<file path="config.mk">
export PLATFORM = sky130hd
export DESIGN_NAME = fetch_sequencer
export DESIGN_NICKNAME = d
export VERILOG_FILES = /design/src/rtl/fetch_sequencer_pkg.sv /design/src/rtl/fetch_sequencer_wait_timer.sv /design/src/rtl/fetch_sequencer.sv
export SDC_FILE = /design/constraint.sdc
export NUM_CORES = 1
export LEC_CHECK = 0
export ABC_CLOCK_PERIOD_IN_PS = 3350
export BUFFER_PORTS_ARGS = -buffer_cell sky130_fd_sc_hd__buf_2
export CORE_ASPECT_RATIO = 1.25
export CORE_MARGIN = 3
export CORE_UTILIZATION = 35
export CTS_BUF_LIST = sky130_fd_sc_hd__clkbuf_8
export DETAILED_ROUTE_END_ITERATION = 10
export PLACE_DENSITY = 0.66
export SETUP_SLACK_MARGIN = 0.2
export SKIP_LAST_GASP = 1
export SLEW_MARGIN = 20
export SYNTH_ARGS = -nofsm -noshare
export SYNTH_HDL_FRONTEND = slang
export SYNTH_SLANG_ARGS = --single-unit
</file>
<file path="constraint.sdc">
create_clock -name clk -period 3.35 [get_ports clk]
set_input_delay 0.335 -clock clk [delete_from_list [all_inputs] [get_ports clk]]
set_output_delay 0.335 -clock clk [all_outputs]
set_load 0.05 [all_outputs]
</file>
<file path="src/rtl/fetch_sequencer_pkg.sv">
// Shared CPU constants for the fetch sequencer: state encoding, defaults, strobe bundle.
package fetch_sequencer_pkg;

  localparam int unsigned MEM_TIMEOUT_DEF = 15;
  localparam int unsigned OPCODE_W        = 4;
  localparam int unsigned COUNT_W         = 8;
  localparam logic [OPCODE_W-1:0] HLT_OPCODE_DEF = 4'hF;

  // ST_CLR is the single pc_clr cycle between run being sampled and the first ADDR.
  typedef enum logic [2:0] {
    ST_IDLE  = 3'd0,
    ST_CLR   = 3'd1,
    ST_ADDR  = 3'd2,
    ST_MEM   = 3'd3,
    ST_IRLD  = 3'd4,
    ST_EXEC  = 3'd5,
    ST_HALT  = 3'd6,
    ST_FAULT = 3'd7
  } state_t;

  typedef struct packed {
    logic pc_en;
    logic pc_incr;
    logic pc_clr;
    logic mar_load;
    logic ram_en;
    logic ir_load;
    logic exec_start;
    logic halted;
    logic fault;
  } ctrl_t;

  // Strobes that belong to a state for its whole duration (exec_start is handled by the caller).
  function automatic ctrl_t state_ctrl(input state_t st);
    ctrl_t c;
    c = '0;
    case (st)
      ST_CLR:   c.pc_clr = 1'b1;
      ST_ADDR:  begin c.pc_en = 1'b1; c.mar_load = 1'b1; end
      ST_MEM:   c.ram_en = 1'b1;
      ST_IRLD:  begin c.ram_en = 1'b1; c.ir_load = 1'b1; c.pc_incr = 1'b1; end
      ST_HALT:  c.halted = 1'b1;
      ST_FAULT: c.fault = 1'b1;
      default:  c = '0;
    endcase
    return c;
  endfunction

endpackage

</file>
<file path="src/rtl/fetch_sequencer_wait_timer.sv">
// Memory wait timer: counts enabled cycles, flags the LIMIT-th waiting cycle.
module fetch_sequencer_wait_timer
  import fetch_sequencer_pkg::*;
#(
  parameter int unsigned LIMIT = MEM_TIMEOUT_DEF
) (
  input  logic clk,
  input  logic rst,
  input  logic clear,
  input  logic enable,
  output logic tc
);

  localparam int unsigned CW = (LIMIT < 2) ? 1 : $clog2(LIMIT);

  logic [CW-1:0] count;

  // Count waiting cycles, holding at the terminal value.
  always_ff @(posedge clk or posedge rst) begin
    if (rst) begin
      count <= '0;
    end else if (clear) begin
      count <= '0;
    end else if (enable && !tc) begin
      count <= count + CW'(1);
    end
  end

  assign tc = (count == CW'(LIMIT - 1));

endmodule

</file>
<file path="src/rtl/fetch_sequencer.sv">
// Instruction fetch sequencer: ADDR/MEM/IRLD fetch loop with HALT and memory-timeout FAULT.
module fetch_sequencer
  import fetch_sequencer_pkg::*;
#(
  parameter int unsigned         MEM_TIMEOUT = MEM_TIMEOUT_DEF,
  parameter logic [OPCODE_W-1:0] HLT_OPCODE  = HLT_OPCODE_DEF
) (
  input  logic               clk,
  input  logic               rst,
  input  logic               run,
  input  logic [OPCODE_W-1:0] opcode,
  input  logic               mem_ready,
  input  logic               exec_done,
  output logic               pc_en,
  output logic               pc_incr,
  output logic               pc_clr,
  output logic               mar_load,
  output logic               ram_en,
  output logic               ir_load,
  output logic               exec_start,
  output logic               halted,
  output logic               fault,
  output logic [COUNT_W-1:0] inst_count
);

  state_t state;
  state_t state_next;
  ctrl_t  ctrl;
  ctrl_t  ctrl_next;
  logic   mem_tc;
  logic   timer_clear;
  logic   timer_enable;

  // Timer restarts on every MEM entry and only advances while memory is not ready.
  assign timer_clear  = (state != ST_MEM);
  assign timer_enable = (state == ST_MEM) && !mem_ready;

  fetch_sequencer_wait_timer #(
    .LIMIT (MEM_TIMEOUT)
  ) u_wait_timer (
    .clk    (clk),
    .rst    (rst),
    .clear  (timer_clear),
    .enable (timer_enable),
    .tc     (mem_tc)
  );

  // State register.
  always_ff @(posedge clk or posedge rst) begin
    if (rst) begin
      state <= ST_IDLE;
    end else begin
      state <= state_next;
    end
  end

  // Next-state logic; mem_ready wins over the timeout in the same cycle.
  always_comb begin
    state_next = state;
    case (state)
      ST_IDLE:  if (run) state_next = ST_CLR;
      ST_CLR:   state_next = ST_ADDR;
      ST_ADDR:  state_next = ST_MEM;
      ST_MEM: begin
        if (mem_ready)   state_next = ST_IRLD;
        else if (mem_tc) state_next = ST_FAULT;
      end
      ST_IRLD:  state_next = (opcode == HLT_OPCODE) ? ST_HALT : ST_EXEC;
      ST_EXEC:  if (exec_done) state_next = ST_ADDR;
      ST_HALT:  state_next = ST_HALT;
      ST_FAULT: state_next = ST_FAULT;
      default:  state_next = ST_IDLE;
    endcase
  end

  // Output decode of the upcoming state so the registered strobes line up with it.
  always_comb begin
    ctrl_next            = state_ctrl(state_next);
    ctrl_next.exec_start = (state_next == ST_EXEC) && (state != ST_EXEC);
  end

  // Output register: strobes come straight from flops.
  always_ff @(posedge clk or posedge rst) begin
    if (rst) begin
      ctrl <= '0;
    end else begin
      ctrl <= ctrl_next;
    end
  end

  // Fetched-instruction counter, bumped on IRLD entry and saturating.
  always_ff @(posedge clk or posedge rst) begin
    if (rst) begin
      inst_count <= '0;
    end else if ((state_next == ST_IRLD) && (inst_count != '1)) begin
      inst_count <= inst_count + COUNT_W'(1);
    end
  end

  assign pc_en      = ctrl.pc_en;
  assign pc_incr    = ctrl.pc_incr;
  assign pc_clr     = ctrl.pc_clr;
  assign mar_load   = ctrl.mar_load;
  assign ram_en     = ctrl.ram_en;
  assign ir_load    = ctrl.ir_load;
  assign exec_start = ctrl.exec_start;
  assign halted     = ctrl.halted;
  assign fault      = ctrl.fault;

endmodule

</file>
# Word-level counts from Yosys, hierarchy flattened
# Index checks and enable logic that the tools add are counted.
[totals] output_inout_bits=17 in_bits=9 ff_bits=22
[classes] n_eq_ne=19 reduce_logical=9 n_addsub=2 muxes=14
[ops] operator="$eq A3 B3 Y1 const B" n=8
[ops] operator="$pmux W3 S8" n=1
[ops] operator="$eq A3 B2 Y1 const B" n=4
[ops] operator="$mux W3" n=4
[ops] operator="$add A8 B1 Y8 const B" n=1
[ops] operator="$eq A4 B4 Y1 const B" n=2
[ops] operator="$mux W4" n=2
[ops] operator="$ne A8 B8 Y1 const B" n=1
[ops] operator="$eq A3 B1 Y1 const B" n=2
[ops] operator="$mux W1" n=6
[ops] operator="$add A4 B1 Y4 const B" n=1
[ops] operator="$logic_and A1 B1 Y1" n=4
[ops] operator="$logic_not A3 Y1" n=1
[ops] operator="$ne A3 B2 Y1 const B" n=1
[ops] operator="$ne A3 B3 Y1 const B" n=1
[ops] operator="$logic_not A1 Y1" n=2
[ops] operator="$mux W2" n=1
[ops] operator="$reduce_bool A2 Y1" n=1
[ops] operator="$reduce_or A2 Y1" n=1

# Longest topological paths before layout
# Gate-level depths: netlist (run 1).
[logic_depth] depth_word=7 mapped_depth=8 mapped_depth_nobuf=7

# Hierarchy
# Synthesis (run 1) repeated with hierarchy kept, for this count alone.
[unflattened] hier_cells=100 hier_area_um2=1081.0
[by_module_without_submodules] module="fetch_sequencer" cells_each=77 instances=1 seq_area_each_um2=450.4 area_per_inst_um2=865.8
[by_module_without_submodules] module="fetch_sequencer_wait_timer" cells_each=23 instances=1 seq_area_each_um2=100.1 area_per_inst_um2=215.2

# Worst setup path before layout (run 1)
# OpenSTA, ideal clock, no wires.
[synth_path] path_kind="reg-to-reg" startpoint="register u_wait_timer.count[0]" endpoint="register inst_count[1]" t_arrival_ns=1.824 stages_incl_launch_ff=9 setup_slack_ns=1.401 n_path_buf=1 period_less_slack_ns=1.949 required_time_ns=3.225 cell_sequence="dfrtp_1 inv_1 ha_1 a31oi_2 o22ai_2 and4_1 buf_4 and3_4 mux2_4"
[synth_via] elab_chain_len=6
[synth_lines] item="start: declaration" line_no="fetch_sequencer_wait_timer.sv:16" rtl="logic [CW-1:0] count;"
[synth_lines] item="start signal: assignment" line_no="fetch_sequencer_wait_timer.sv:25" rtl="count <= count + CW'(1);"
[synth_lines] item="$eq A4 B4 Y1" line_no="fetch_sequencer_wait_timer.sv:29" rtl="assign tc = (count == CW'(LIMIT - 1));"
[synth_lines] item="$mux W3" line_no="fetch_sequencer.sv:66" rtl="else if (mem_tc) state_next = ST_FAULT;"
[synth_lines] item="$mux W3" line_no="fetch_sequencer.sv:65" rtl="if (mem_ready) state_next = ST_IRLD;"
[synth_lines] item="$pmux W3 S8" line_no="fetch_sequencer.sv:60" rtl="case (state)"
[synth_lines] item="via state_next[2]" line_no="fetch_sequencer.sv:27" rtl="state_t state_next;"
[synth_lines] item="$eq A3 B3 Y1" line_no="fetch_sequencer.sv:95" rtl="end else if ((state_next == ST_IRLD) && (inst_count != '1)) begin"
[synth_lines] item="$logic_and A1 B1 Y1" line_no="fetch_sequencer.sv:95"
[synth_lines] item="end signal: assignment" line_no="fetch_sequencer.sv:96" rtl="inst_count <= inst_count + COUNT_W'(1);"
[synth_lines] item="end: declaration" line_no="fetch_sequencer.sv:23" rtl="output logic [COUNT_W-1:0] inst_count"
# The timed path passes the listed nets, and every way through them passes these cells.
# A chain may end at the register's enable or synchronous reset.

# Worst setup path after layout (run 1)
# Same ends and word-level chain as after synthesis.

==> impl_metrics.py, run 1 <==
metrics = {
    "yosys": {
        "ys_seq_area_frac": 0.503,
        "total_standard_cell_area_after_synthesis_um2": 1090,
        "net_count_after_synthesis": 115,
        "postSynthAreaPerCell_um2": 10.6,
        "yosysWarningCount": 0,
        "post_synth_num_cell_types": 32,
        "cells_after_synthesis": 103,
        "synth-seq-cells": 22,
    },
    "critical_path": {
        "timing.critical_path.from_type": "flip-flop",
        "worst_setup_path_startpoint": "u_wait_timer.count[0]$_DFFE_PP0P_",
        "cp_cell_instances": "inv_1, ha_1, a31oi_2, o22ai_2, and4_1, and3_4, mux2_4",
        "worstRegToRegCells": 7,
        "endpoint_kind": "flip-flop",
        "timing.critical_path.depth": 7,
        "critical_path_required_ns": 3.51,
        "cpMaxStageDelayCell": "dfrtp_1",
        "reg2reg_launch_point": "u_wait_timer.count[0]$_DFFE_PP0P_",
        "path_max_fanout": 6,
        "data_arrival_time_of_the_worst_path_ns": 2.28,
        "criticalPathCategory": "reg2reg",
        "rr_endpoint": "inst_count[1]$_DFFE_PP0P_",
        "cp-endpoint": "inst_count[1]$_DFFE_PP0P_",
        "rrSetupSlack_ns": 1.22,
        "crit_path_max_incr_delay_ns": 0.42,
        "largest_delay_contributor_family_on_the_critical_path": "simple AND/OR/NAND/NOR gates",
        "critPathBufInv": 1,
    },
    "power_and_ir_drop": {
        "power_per_cell_area_nw_per_um2": 379,
        "switchingPower_mw": 0.106,
        "ir_drop_mv": 0.164,
        "power.static_leakage_nw": 0.664,
        "power.share.combinational": 0.054,
        "sw_frac_of_total": 0.218,
        "power_frac_seq": 0.554,
        "cellInternalPower_mw": 0.380,
        "finalPower_mw": 0.486,
        "clkPwrFrac": 0.392,
    },
    "sta": {
        "setup_violations": 0,
        "min_period_ns": 2.13,
        "unrepaired_setup_endpoints_after_global_routing": "false",
        "slew_violations": 0,
        "max_slew.worst_pin.slew_ns": 0.821,
        "max_slew_margin": 0.452,
        "worst_clock_skew_ns": 0.00227,
        "period_share": 0.635,
        "finalSetupTns_ns": 0,
        "finalHoldViolations": 0,
        "peak_freq_mhz": 470,
        "final_critical_path_setup_slack_ns": 1.22,
    },
    "clocking": {
        "cts-htree-levels": 1,
        "ctsHoldBuffers": 0,
        "postCtsSetupBuffers": 0,
        "clk_transition_reported_paths_ns": 0.08,
        "clock_sink_count": 22,
        "cts_tree": "built",
        "cts.root.buffer_cell": "clkbuf_8",
        "cts_buffer_depth": 2,
        "clk-insertion-delay-late_ns": 0.26,
        "tritoncts.num_buffers": 3,
        "post_cts.resized_instances": 0,
    },
    "global_routing": {
        "grt_residual_overflow": 0,
        "first_global_vias": 781,
        "pin_count_of_the_biggest_net_entering_global_routing": 23,
        "grt_usage": 0.116,
        "antenna_violations_before_repair": 0,
        "wire_length_of_the_first_global_routing_pass_um": 3350,
    },
    "layout": {
        "layout.core_utilization": 0.431,
        "layout.cells.most_common": "buf_2",
        "nets_finish": 140,
        "mostFrequentLayoutCells": "25 x buf_2, 22 x dfrtp_1, 10 x nor2_1",
        "drive_above_1_share": 0.291,
        "antennaDiodeCount": 0,
        "number_of_fill_cells_in_the_layout": 309,
        "synthToLayoutAreaGrowth_pct": 17.0,
        "storage_element_area_um2": 551,
        "multi_input_area_um2": 483,
    },
    "detailed_routing": {
        "final_routed_wire_length_divided_by_cell_count_um": 12.8,
        "routed_wl_um": 2080,
        "detailroute.via_count": 839,
        "remaining_drc_errors": 0,
        "detailedRoute.firstIterationViolations": 26,
        "drt_pre_antenna_iters": 4,
        "final_antenna_net_count": 0,
        "avgViaCountPerCell": 5.15,
    },
    "die": {
        "die_h_um": 68.5,
        "design.core.area_um2": 2970,
        "num_io_pins": 26,
        "chipWidth_um": 56.0,
        "row_count": 22,
        "initial_core_util": 0.368,
        "die_area_um2": 3840,
    },
    "placement": {
        "worst_slack_at_placement_ns": 1.28,
        "portBuffers": 25,
        "detailed_place_hpwl_um": 1530,
        "routabilityCongestion": 0.803,
    },
    "run_status": {
        "run_status": "complete, no violations",
    },
    "hold_path": {
        "min-delay-path-class": "in2async",
    },
    "job": {
        "max-cap-violations": 0,
    },
}
routing by layer:
layer	wire length (um)	global-route usage	up-vias
met5	0	0	-
met4	70	0.0801	0
met3	101	0.0223	5
met2	1090	0.216	20
met1	820	0.118	406
li1	-	-	408
layout make-up:
class,instances,share of cell area
Timing Repair Buffer,25,0.0977
Multi-Input combinational cell,70,0.377
Sequential cell,22,0.430
Tap cell,36,0.0352
Clock buffer,4,0.0430
Inverter,6,0.0176
synthesized netlist by cell type:
cell type | n | area share
a211o_1 | 1 | 0.0080
a211oi_1 | 1 | 0.0069
a21oi_1 | 2 | 0.0091
a31oi_1 | 1 | 0.0057
a31oi_2 | 1 | 0.011
and3_1 | 6 | 0.034
and3_4 | 1 | 0.010
and3b_1 | 1 | 0.0080
and4_1 | 1 | 0.0080
buf_2 | 1 | 0.0046
buf_4 | 3 | 0.021
buf_6 | 1 | 0.010
dfrtp_1 | 22 | 0.50
ha_1 | 3 | 0.034
inv_1 | 6 | 0.021
mux2_2 | 1 | 0.010
mux2_4 | 1 | 0.014
mux2i_1 | 1 | 0.0091
nand2_1 | 4 | 0.014
nand2b_1 | 3 | 0.017
nand3_1 | 6 | 0.027
nand4_1 | 7 | 0.040
nor2_1 | 10 | 0.034
nor2_2 | 1 | 0.0057
nor3_1 | 4 | 0.018
o211ai_2 | 1 | 0.011
o21a_1 | 1 | 0.0069
o22ai_1 | 2 | 0.011
o22ai_2 | 1 | 0.011
or3_4 | 1 | 0.010
xnor2_1 | 5 | 0.040
xor2_1 | 3 | 0.024
stage by stage:
stage                     area [um2]  hold slack, ns  std cells
after CTS                       1280           0.258        163
after floorplan                 1090           0.324        103
final                           1280           0.218        163
after global placement          1230           0.506        159
after detailed placement        1230           0.513        159
after global routing            1280           0.290        163
worst min path at each step:
stage / from / to / slack (ns) / cells past startpoint
after global placement: inst_count[0]$_DFFE_PP0P_ / inst_count[0]$_DFFE_PP0P_ / 0.51 / 1
after floorplan: rst / exec_start$_DFF_PP0_ / 0.32 / 1
after global routing: rst / u_wait_timer.count[1]$_DFFE_PP0P_ / 0.29 / 2
after CTS: rst / inst_count[0]$_DFFE_PP0P_ / 0.26 / 2
final: rst / inst_count[0]$_DFFE_PP0P_ / 0.22 / 2
after detailed placement: inst_count[0]$_DFFE_PP0P_ / inst_count[0]$_DFFE_PP0P_ / 0.51 / 1
power groups by stage:
stage	sequential, mW	clock [mW]	combinational (mW)
after floorplan	0.277	0	0.0154
after global placement	0.274	0	0.0258
after detailed placement	0.274	0	0.0266
after CTS	0.269	0.197	0.0269
after global routing	0.269	0.207	0.0290
final	0.269	0.191	0.0262
kinds of logic (layout without fill, tap and decap cells):
| family | count (synthesis) | count (layout) | share of synthesized area |
|---|---|---|---|
| and+or+nand+nor | 45 | 45 | 0.227 |
| DFF | 22 | 22 | 0.503 |
| AOI/OAI and AO/OA | 11 | 11 | 0.0823 |
| buffers and inverters | 11 | 35 | 0.0560 |
| xor gates and xnor gates | 8 | 8 | 0.0640 |
| adders and majority gates | 3 | 3 | 0.0343 |
| muxes | 3 | 3 | 0.0331 |
worst reg2reg max path: stages, from the launching register on:
cell	delay, ns
dfrtp_1	0.42
inv_1	0.07
ha_1	0.15
a31oi_2	0.17
o22ai_2	0.33
and4_1	0.36
and3_4	0.24
mux2_4	0.29
state kept, by name, indices dropped and copies added (netlist names):
signal and flops:
halted 1, mar_load 1, inst_count 8, ram_en 1, u_wait_timer.count 4, ir_load 1, state 3, exec_start 1
pc_clr 1, fault 1
No activity file was read; power rests on OpenSTA's default activity.
==> inputs of run 2 (changes only) <==
--- a/config.mk
+++ b/config.mk
@@ -5,14 +5,15 @@
 export SDC_FILE = /design/constraint.sdc
 export NUM_CORES = 1
 export LEC_CHECK = 0
-export ABC_CLOCK_PERIOD_IN_PS = 3350
+export ABC_AREA = 1
+export ABC_CLOCK_PERIOD_IN_PS = 1700
 export BUFFER_PORTS_ARGS = -buffer_cell sky130_fd_sc_hd__buf_2
 export CORE_ASPECT_RATIO = 1.25
 export CORE_MARGIN = 3
 export CORE_UTILIZATION = 35
 export CTS_BUF_LIST = sky130_fd_sc_hd__clkbuf_8
 export DETAILED_ROUTE_END_ITERATION = 10
-export PLACE_DENSITY = 0.66
+export PLACE_DENSITY = 0.68
 export SETUP_SLACK_MARGIN = 0.2
 export SKIP_LAST_GASP = 1
 export SLEW_MARGIN = 20
==> constraint.sdc (replaced) <==
create_clock -name clk -period 1.7 [get_ports clk]
set_input_delay 0.17 -clock clk [delete_from_list [all_inputs] [get_ports clk]]
set_output_delay 0.17 -clock clk [all_outputs]
set_load 0.05 [all_outputs]
==> impl_metrics.py, run 2 <==
metrics = {
    "hold_path": {
        "min-delay-path-class": "in2reg",
        "timing.hold.worst_endpoint": "pc_clr$_DFF_PP0_",
        "min_delay_path_depth": 3,
        "timing.hold.worst.start": "run",
    },
    "yosys": {
        "ys.flop_type": "dfrtp_1",
        "total_standard_cell_area_after_synthesis_um2": 1190,
        "synthDominantAreaCellType": "dfrtp_1",
        "post_synth_main_area_contributors": "dfrtp_1 46%, nand2_1 11%, nand4_1 5.8%",
        "yosys.cell_count.top_type": "nand2_1",
        "yosysTopAreaCellShare": 0.463,
        "synth_edf_count": 0,
        "fraction_of_registers_with_async_set_reset": 1.00,
        "yosysWarningCount": 0,
        "cells_after_synthesis": 136,
        "post_synth_num_cell_types": 22,
        "yosys-top-cells-count": "34 x nand2_1, 22 x dfrtp_1, 16 x inv_1",
        "net_count_after_synthesis": 148,
        "postSynthAreaPerCell_um2": 8.75,
        "ys_seq_area_frac": 0.463,
        "synth-seq-cells": 22,
    },
    "sta": {
        "peak_freq_mhz": 655,
        "max_slew_margin": 0.807,
        "finalSetupTns_ns": 0,
        "period_share": 0.897,
        "slew_violations": 0,
        "finalHoldViolations": 0,
        "max_slew.worst_pin.slew_ns": 0.288,
        "final_critical_path_setup_slack_ns": 0.174,
        "setup_violations": 0,
        "min_period_ns": 1.53,
        "worst_clock_skew_ns": 0.00144,
        "unrepaired_setup_endpoints_after_global_routing": "true",
    },
    "detailed_routing": {
        "routed_wl_um": 2750,
        "detailroute.via_count": 1083,
        "final_routed_wire_length_divided_by_cell_count_um": 12.8,
        "detailedRoute.firstIterationViolations": 43,
        "drt_pre_antenna_iters": 4,
        "final_antenna_net_count": 0,
        "remaining_drc_errors": 0,
        "avgViaCountPerCell": 5.04,
    },
    "run_status": {
        "run_status": "complete, no violations",
    },
    "die": {
        "die_h_um": 71.2,
        "chipWidth_um": 58.2,
        "initial_core_util": 0.369,
        "die_area_um2": 4140,
        "num_io_pins": 26,
        "row_count": 23,
        "design.core.area_um2": 3220,
    },
    "global_routing": {
        "pin_count_of_the_biggest_net_entering_global_routing": 23,
        "first_global_vias": 1067,
        "wire_length_of_the_first_global_routing_pass_um": 4540,
        "antenna_violations_before_repair": 0,
        "grt_usage": 0.141,
        "grt_residual_overflow": 0,
    },
    "critical_path": {
        "path_max_fanout": 8,
        "worstRegToRegCells": 11,
        "data_arrival_time_of_the_worst_path_ns": 1.68,
        "endpoint_kind": "flip-flop",
        "reg2reg_launch_point": "u_wait_timer.count[0]$_DFFE_PP0P_",
        "timing.critical_path.from_type": "flip-flop",
        "rrSetupSlack_ns": 0.17,
        "rr_endpoint": "inst_count[0]$_DFFE_PP0P_",
        "critical_path_required_ns": 1.85,
        "criticalPathCategory": "reg2reg",
    },
    "clocking": {
        "tritoncts.num_buffers": 3,
        "clock_sink_count": 22,
        "cts-htree-levels": 1,
        "cts.root.buffer_cell": "clkbuf_8",
        "clk-insertion-delay-late_ns": 0.26,
        "cts_buffer_depth": 2,
        "cts_tree": "built",
        "clk_transition_reported_paths_ns": 0.08,
    },
    "layout": {
        "registers.top_by_ff_count": "inst_count",
        "max_reg_flops": 8,
        "synthToLayoutAreaGrowth_pct": 35.6,
        "multi_input_area_um2": 623,
        "drive_above_1_share": 0.388,
        "nets_finish": 191,
        "mostFrequentLayoutCells": "31 x nand2_1, 25 x buf_2, 18 x dfrtp_1",
        "layout.cells.most_common": "nand2_1",
        "final_area_um2": 1610,
        "reg_top3": "inst_count: 8 flops, u_wait_timer.count: 4 flops, state: 3 flops",
        "number_of_fill_cells_in_the_layout": 304,
        "antennaDiodeCount": 0,
        "storage_element_area_um2": 556,
    },
    "placement": {
        "worst_slack_at_placement_ns": 0.0414,
        "portBuffers": 25,
        "detailed_place_hpwl_um": 1880,
        "routabilityCongestion": 0.806,
        "post_dp_area_um2": 1360,
    },
    "power_and_ir_drop": {
        "switchingPower_mw": 1.51,
        "ir_drop_mv": 1.16,
        "sw_frac_of_total": 0.485,
        "power.share.combinational": 0.612,
        "cellInternalPower_mw": 1.60,
        "power.static_leakage_nw": 0.867,
        "power_frac_seq": 0.268,
        "power_per_cell_area_nw_per_um2": 1930,
        "clkPwrFrac": 0.119,
    },
    "job": {
        "max-cap-violations": 0,
    },
}
run 2: critical path, stage by stage (launching register included):
cell	delay [ns]
dfrtp_1	0.40
inv_2	0.10
ha_4	0.15
nand3_4	0.08
nand2_4	0.08
nand2_4	0.06
o21ai_4	0.08
inv_4	0.07
nor2_8	0.13
nand3_4	0.12
nand2_1	0.09
nand2_1	0.05
run 2: worst max path at each step:
stage                                                  from                   endpoint
after detailed placement  u_wait_timer.count[0]$_DFFE_PP0P_  inst_count[2]$_DFFE_PP0P_
after global placement    u_wait_timer.count[0]$_DFFE_PP0P_  inst_count[6]$_DFFE_PP0P_
after CTS                                state[1]$_DFF_PP0_  inst_count[2]$_DFFE_PP0P_
after floorplan                   inst_count[5]$_DFFE_PP0P_  inst_count[6]$_DFFE_PP0P_
after global routing      u_wait_timer.count[0]$_DFFE_PP0P_  inst_count[0]$_DFFE_PP0P_
final                     u_wait_timer.count[0]$_DFFE_PP0P_  inst_count[0]$_DFFE_PP0P_
run 2: routing by layer:
layer,wire length [um],global-route usage,up-vias
met5,0,0,-
met4,51,0.0619,0
met3,153,0.0347,7
met2,1490,0.263,37
met1,1050,0.144,511
li1,-,-,528
run 2: layout make-up:
type / instances / area share
multi-input combinational: 93 / 0.386
sequential: 22 / 0.344
timing repair buffer: 42 / 0.166
inverter: 17 / 0.0411
clock buffer: 4 / 0.0341
tap: 37 / 0.0287
run 2: per-stage QoR:
stage                     total power, mW  utilization  cells  hold slack, ns
after floorplan                      1.99            -    136           0.159
after global placement               2.18        0.421    195           0.216
after detailed placement             2.22        0.421    195           0.220
after CTS                            2.81        0.466    208           0.159
after global routing                 3.32        0.501    215           0.152
final                                3.11        0.501    215           0.156
run 2: cells by family (layout without fill, tap and decap cells):
| logic type | after synthesis | count (layout) | share of synthesized area |
|---|---|---|---|
| compound gates | 11 | 11 | 0.0494 |
| xor+xnor | 6 | 6 | 0.0442 |
| fa+ha+maj | 3 | 3 | 0.0315 |
| buf+inv | 21 | 63 | 0.0789 |
| flops | 22 | 22 | 0.463 |
| simple gates | 73 | 73 | 0.333 |
run 2: power by group through the flow:
stage	Clock [mW]	Combinational [mW]	Sequential, mW
floorplan	0	0.888	1.10
global placement	0	1.35	0.830
detailed placement	0	1.39	0.835
CTS	0.375	1.62	0.822
global route	0.400	2.06	0.854
finish	0.371	1.91	0.835
run 2: repair_timing:
item                                    4_1_cts  5_1_grt
hold buffers                                  1        0
gates resized for setup                       7       13
endpoints found under the setup margin       11       14
pin swaps                                     2        9
hold endpoints to repair                     22        0
setup buffers                                 8        7
==> inputs of run 3 (changes only) <==
--- a/config.mk
+++ b/config.mk
@@ -6,14 +6,14 @@
 export NUM_CORES = 1
 export LEC_CHECK = 0
 export ABC_AREA = 1
-export ABC_CLOCK_PERIOD_IN_PS = 1700
+export ABC_CLOCK_PERIOD_IN_PS = 1650
 export BUFFER_PORTS_ARGS = -buffer_cell sky130_fd_sc_hd__buf_2
 export CORE_ASPECT_RATIO = 1.25
 export CORE_MARGIN = 3
 export CORE_UTILIZATION = 35
 export CTS_BUF_LIST = sky130_fd_sc_hd__clkbuf_8
 export DETAILED_ROUTE_END_ITERATION = 10
-export PLACE_DENSITY = 0.68
+export PLACE_DENSITY = 0.65
 export SETUP_SLACK_MARGIN = 0.2
 export SKIP_LAST_GASP = 1
 export SLEW_MARGIN = 20
==> constraint.sdc (replaced) <==
create_clock -name clk -period 1.65 [get_ports clk]
set_input_delay 0.165 -clock clk [delete_from_list [all_inputs] [get_ports clk]]
set_output_delay 0.165 -clock clk [all_outputs]
set_load 0.05 [all_outputs]
==> impl_metrics.py, run 3 (synthesis gave the netlist of run 2 again) <==
metrics = {
    "die": {
        "design.core.area_um2": 3220,
        "num_io_pins": 26,
        "die_h_um": 71.2,
        "row_count": 23,
        "die_area_um2": 4140,
        "initial_core_util": 0.369,
        "chipWidth_um": 58.2,
    },
    "critical_path": {
        "endpoint_kind": "flip-flop",
        "critPathBufInv": 2,
        "cpMaxStageDelayCell": "dfrtp_1",
        "cp_cell_instances": "inv_2, ha_4, nand3_2, nand2_2, nand2_2, o21ai_4, inv_4, nor2_8, nand3_4, nand2_1, nand2_1",
        "largest_delay_contributor_family_on_the_critical_path": "simple AND/OR/NAND/NOR gates",
        "criticalPathCategory": "reg2reg",
        "path_max_fanout": 8,
        "critical_path_required_ns": 1.81,
        "rrSetupSlack_ns": 0.11,
        "timing.critical_path.from_type": "flip-flop",
        "crit_path_max_incr_delay_ns": 0.42,
        "data_arrival_time_of_the_worst_path_ns": 1.70,
    },
    "detailed_routing": {
        "final_routed_wire_length_divided_by_cell_count_um": 13.3,
        "drt_pre_antenna_iters": 4,
        "detailedRoute.firstIterationViolations": 45,
        "remaining_drc_errors": 0,
        "detailroute.via_count": 1087,
        "final_antenna_net_count": 0,
        "routed_wl_um": 2890,
        "avgViaCountPerCell": 4.99,
    },
    "layout": {
        "multi_input_area_um2": 652,
        "synthToLayoutAreaGrowth_pct": 41.7,
        "registers.top_by_ff_count": "inst_count",
        "final_area_um2": 1690,
        "max_reg_flops": 8,
        "drive_above_1_share": 0.486,
        "mostFrequentLayoutCells": "27 x nand2_1, 25 x buf_2, 16 x buf_4",
        "reg_top3": "inst_count: 8 flops, u_wait_timer.count: 4 flops, state: 3 flops",
        "storage_element_area_um2": 562,
        "layout.cells.most_common": "nand2_1",
        "antennaDiodeCount": 0,
        "nets_finish": 194,
        "number_of_fill_cells_in_the_layout": 296,
    },
    "sta": {
        "peak_freq_mhz": 649,
        "finalSetupTns_ns": 0,
        "min_period_ns": 1.54,
        "period_share": 0.935,
        "max_slew.worst_pin.slew_ns": 0.330,
        "worst_clock_skew_ns": 0.00204,
        "finalHoldViolations": 0,
        "setup_violations": 0,
        "unrepaired_setup_endpoints_after_global_routing": "true",
        "slew_violations": 0,
        "final_critical_path_setup_slack_ns": 0.108,
        "max_slew_margin": 0.778,
    },
    "placement": {
        "detailed_place_hpwl_um": 1750,
        "portBuffers": 25,
        "routabilityCongestion": 0.820,
        "worst_slack_at_placement_ns": 0.0594,
        "post_dp_area_um2": 1390,
    },
    "clocking": {
        "clock_sink_count": 22,
        "cts-htree-levels": 1,
        "cts_tree": "built",
        "clk_transition_reported_paths_ns": 0.08,
        "clk-insertion-delay-late_ns": 0.27,
        "cts_buffer_depth": 2,
        "cts.root.buffer_cell": "clkbuf_8",
        "tritoncts.num_buffers": 3,
    },
    "global_routing": {
        "wire_length_of_the_first_global_routing_pass_um": 4410,
        "grt_usage": 0.137,
        "grt_residual_overflow": 0,
        "antenna_violations_before_repair": 0,
        "first_global_vias": 1009,
        "pin_count_of_the_biggest_net_entering_global_routing": 23,
    },
    "job": {
        "max-cap-violations": 0,
    },
    "power_and_ir_drop": {
        "power_per_cell_area_nw_per_um2": 2130,
        "power.static_leakage_nw": 0.884,
        "ir_drop_mv": 1.37,
    },
    "hold_path": {
        "min-delay-path-class": "in2reg",
    },
    "run_status": {
        "run_status": "complete, no violations",
    },
}
-- run 3: cell count changes in the layout (fill, tap and decap cells not counted), moves of 2 or more --
cell | previous run | this run
dfrtp_1 | 18 | 13
nor2_2 | 0 | 2
nand2_1 | 31 | 27
nor2_1 | 10 | 7
nand2_2 | 3 | 8
inv_2 | 2 | 5
inv_1 | 14 | 10
dfrtp_2 | 4 | 9
-- run 3: cell type report --
type / count / area share
clock buffers: 3 / 0.0245
multi-input cells: 94 / 0.386
well taps: 37 / 0.0274
clock inverters: 1 / 0.0178
flip-flops and latches: 22 / 0.333
repair buffers: 44 / 0.170
inverters: 17 / 0.0408
-- run 3: per-layer routing --
layer / track usage / routed length [um] / vias to the layer above
met3: 0.0164 / 140 / 9
met4: 0.0825 / 81 / 0
li1: - / - / 539
met1: 0.171 / 1220 / 504
met2: 0.224 / 1450 / 35
met5: 0 / 0 / -
-- run 3: what timing repair did --
| item | CTS | global route |
|---|---|---|
| pin swaps | 10 | 10 |
| buffers inserted | 9 | 8 |
| gates resized for setup | 8 | 20 |
| gates cloned | 0 | 1 |
| setup endpoints to repair | 11 | 15 |
| hold endpoints to repair | 22 | 0 |
| hold buffers | 1 | 0 |
-- run 3: worst reg2reg max path: cells and delay by family, from the launching register on --
kind	cells	cell delay (ns)
adders and majority gates	1	0.12
DFF	1	0.42
AOI/OAI and AO/OA	1	0.08
buffers and inverters	2	0.16
and+or+nand+nor	7	0.67
-- run 3: power breakdown --
group | internal [mW] | total, mW | leakage [nW] | switching [mW]
clock network | 0.325 | 0.513 | 0.0357 | 0.188
registers | 0.698 | 0.882 | 0.280 | 0.184
logic | 0.836 | 2.19 | 0.569 | 1.35
-- run 3: path summary, 6_finish.rpt --
kind / start / end / cells past startpoint
setup / recovery: u_wait_timer.count[0]$_DFFE_PP0P_ / inst_count[0]$_DFFE_PP0P_ / 11
hold / removal: run / pc_clr$_DFF_PP0_ / 3
setup reg to reg: u_wait_timer.count[0]$_DFFE_PP0P_ / inst_count[0]$_DFFE_PP0P_ / 11
hold reg to reg: inst_count[5]$_DFFE_PP0P_ / inst_count[5]$_DFFE_PP0P_ / 2
max in group asynchronous: rst / inst_count[5]$_DFFE_PP0P_ / 4
min in group asynchronous: rst / u_wait_timer.count[2]$_DFFE_PP0P_ / 4
-- run 3: through the flow --
step	hold WS, ns	cells	utilization	power, mW
6_report	0.119	218	0.523	3.58
5_1_grt	0.150	218	0.523	3.78
2_1_floorplan	0.154	136	-	2.08
3_5_place_dp	0.213	195	0.431	2.31
3_3_place_gp	0.212	195	0.431	2.28
4_1_cts	0.121	209	0.490	3.09
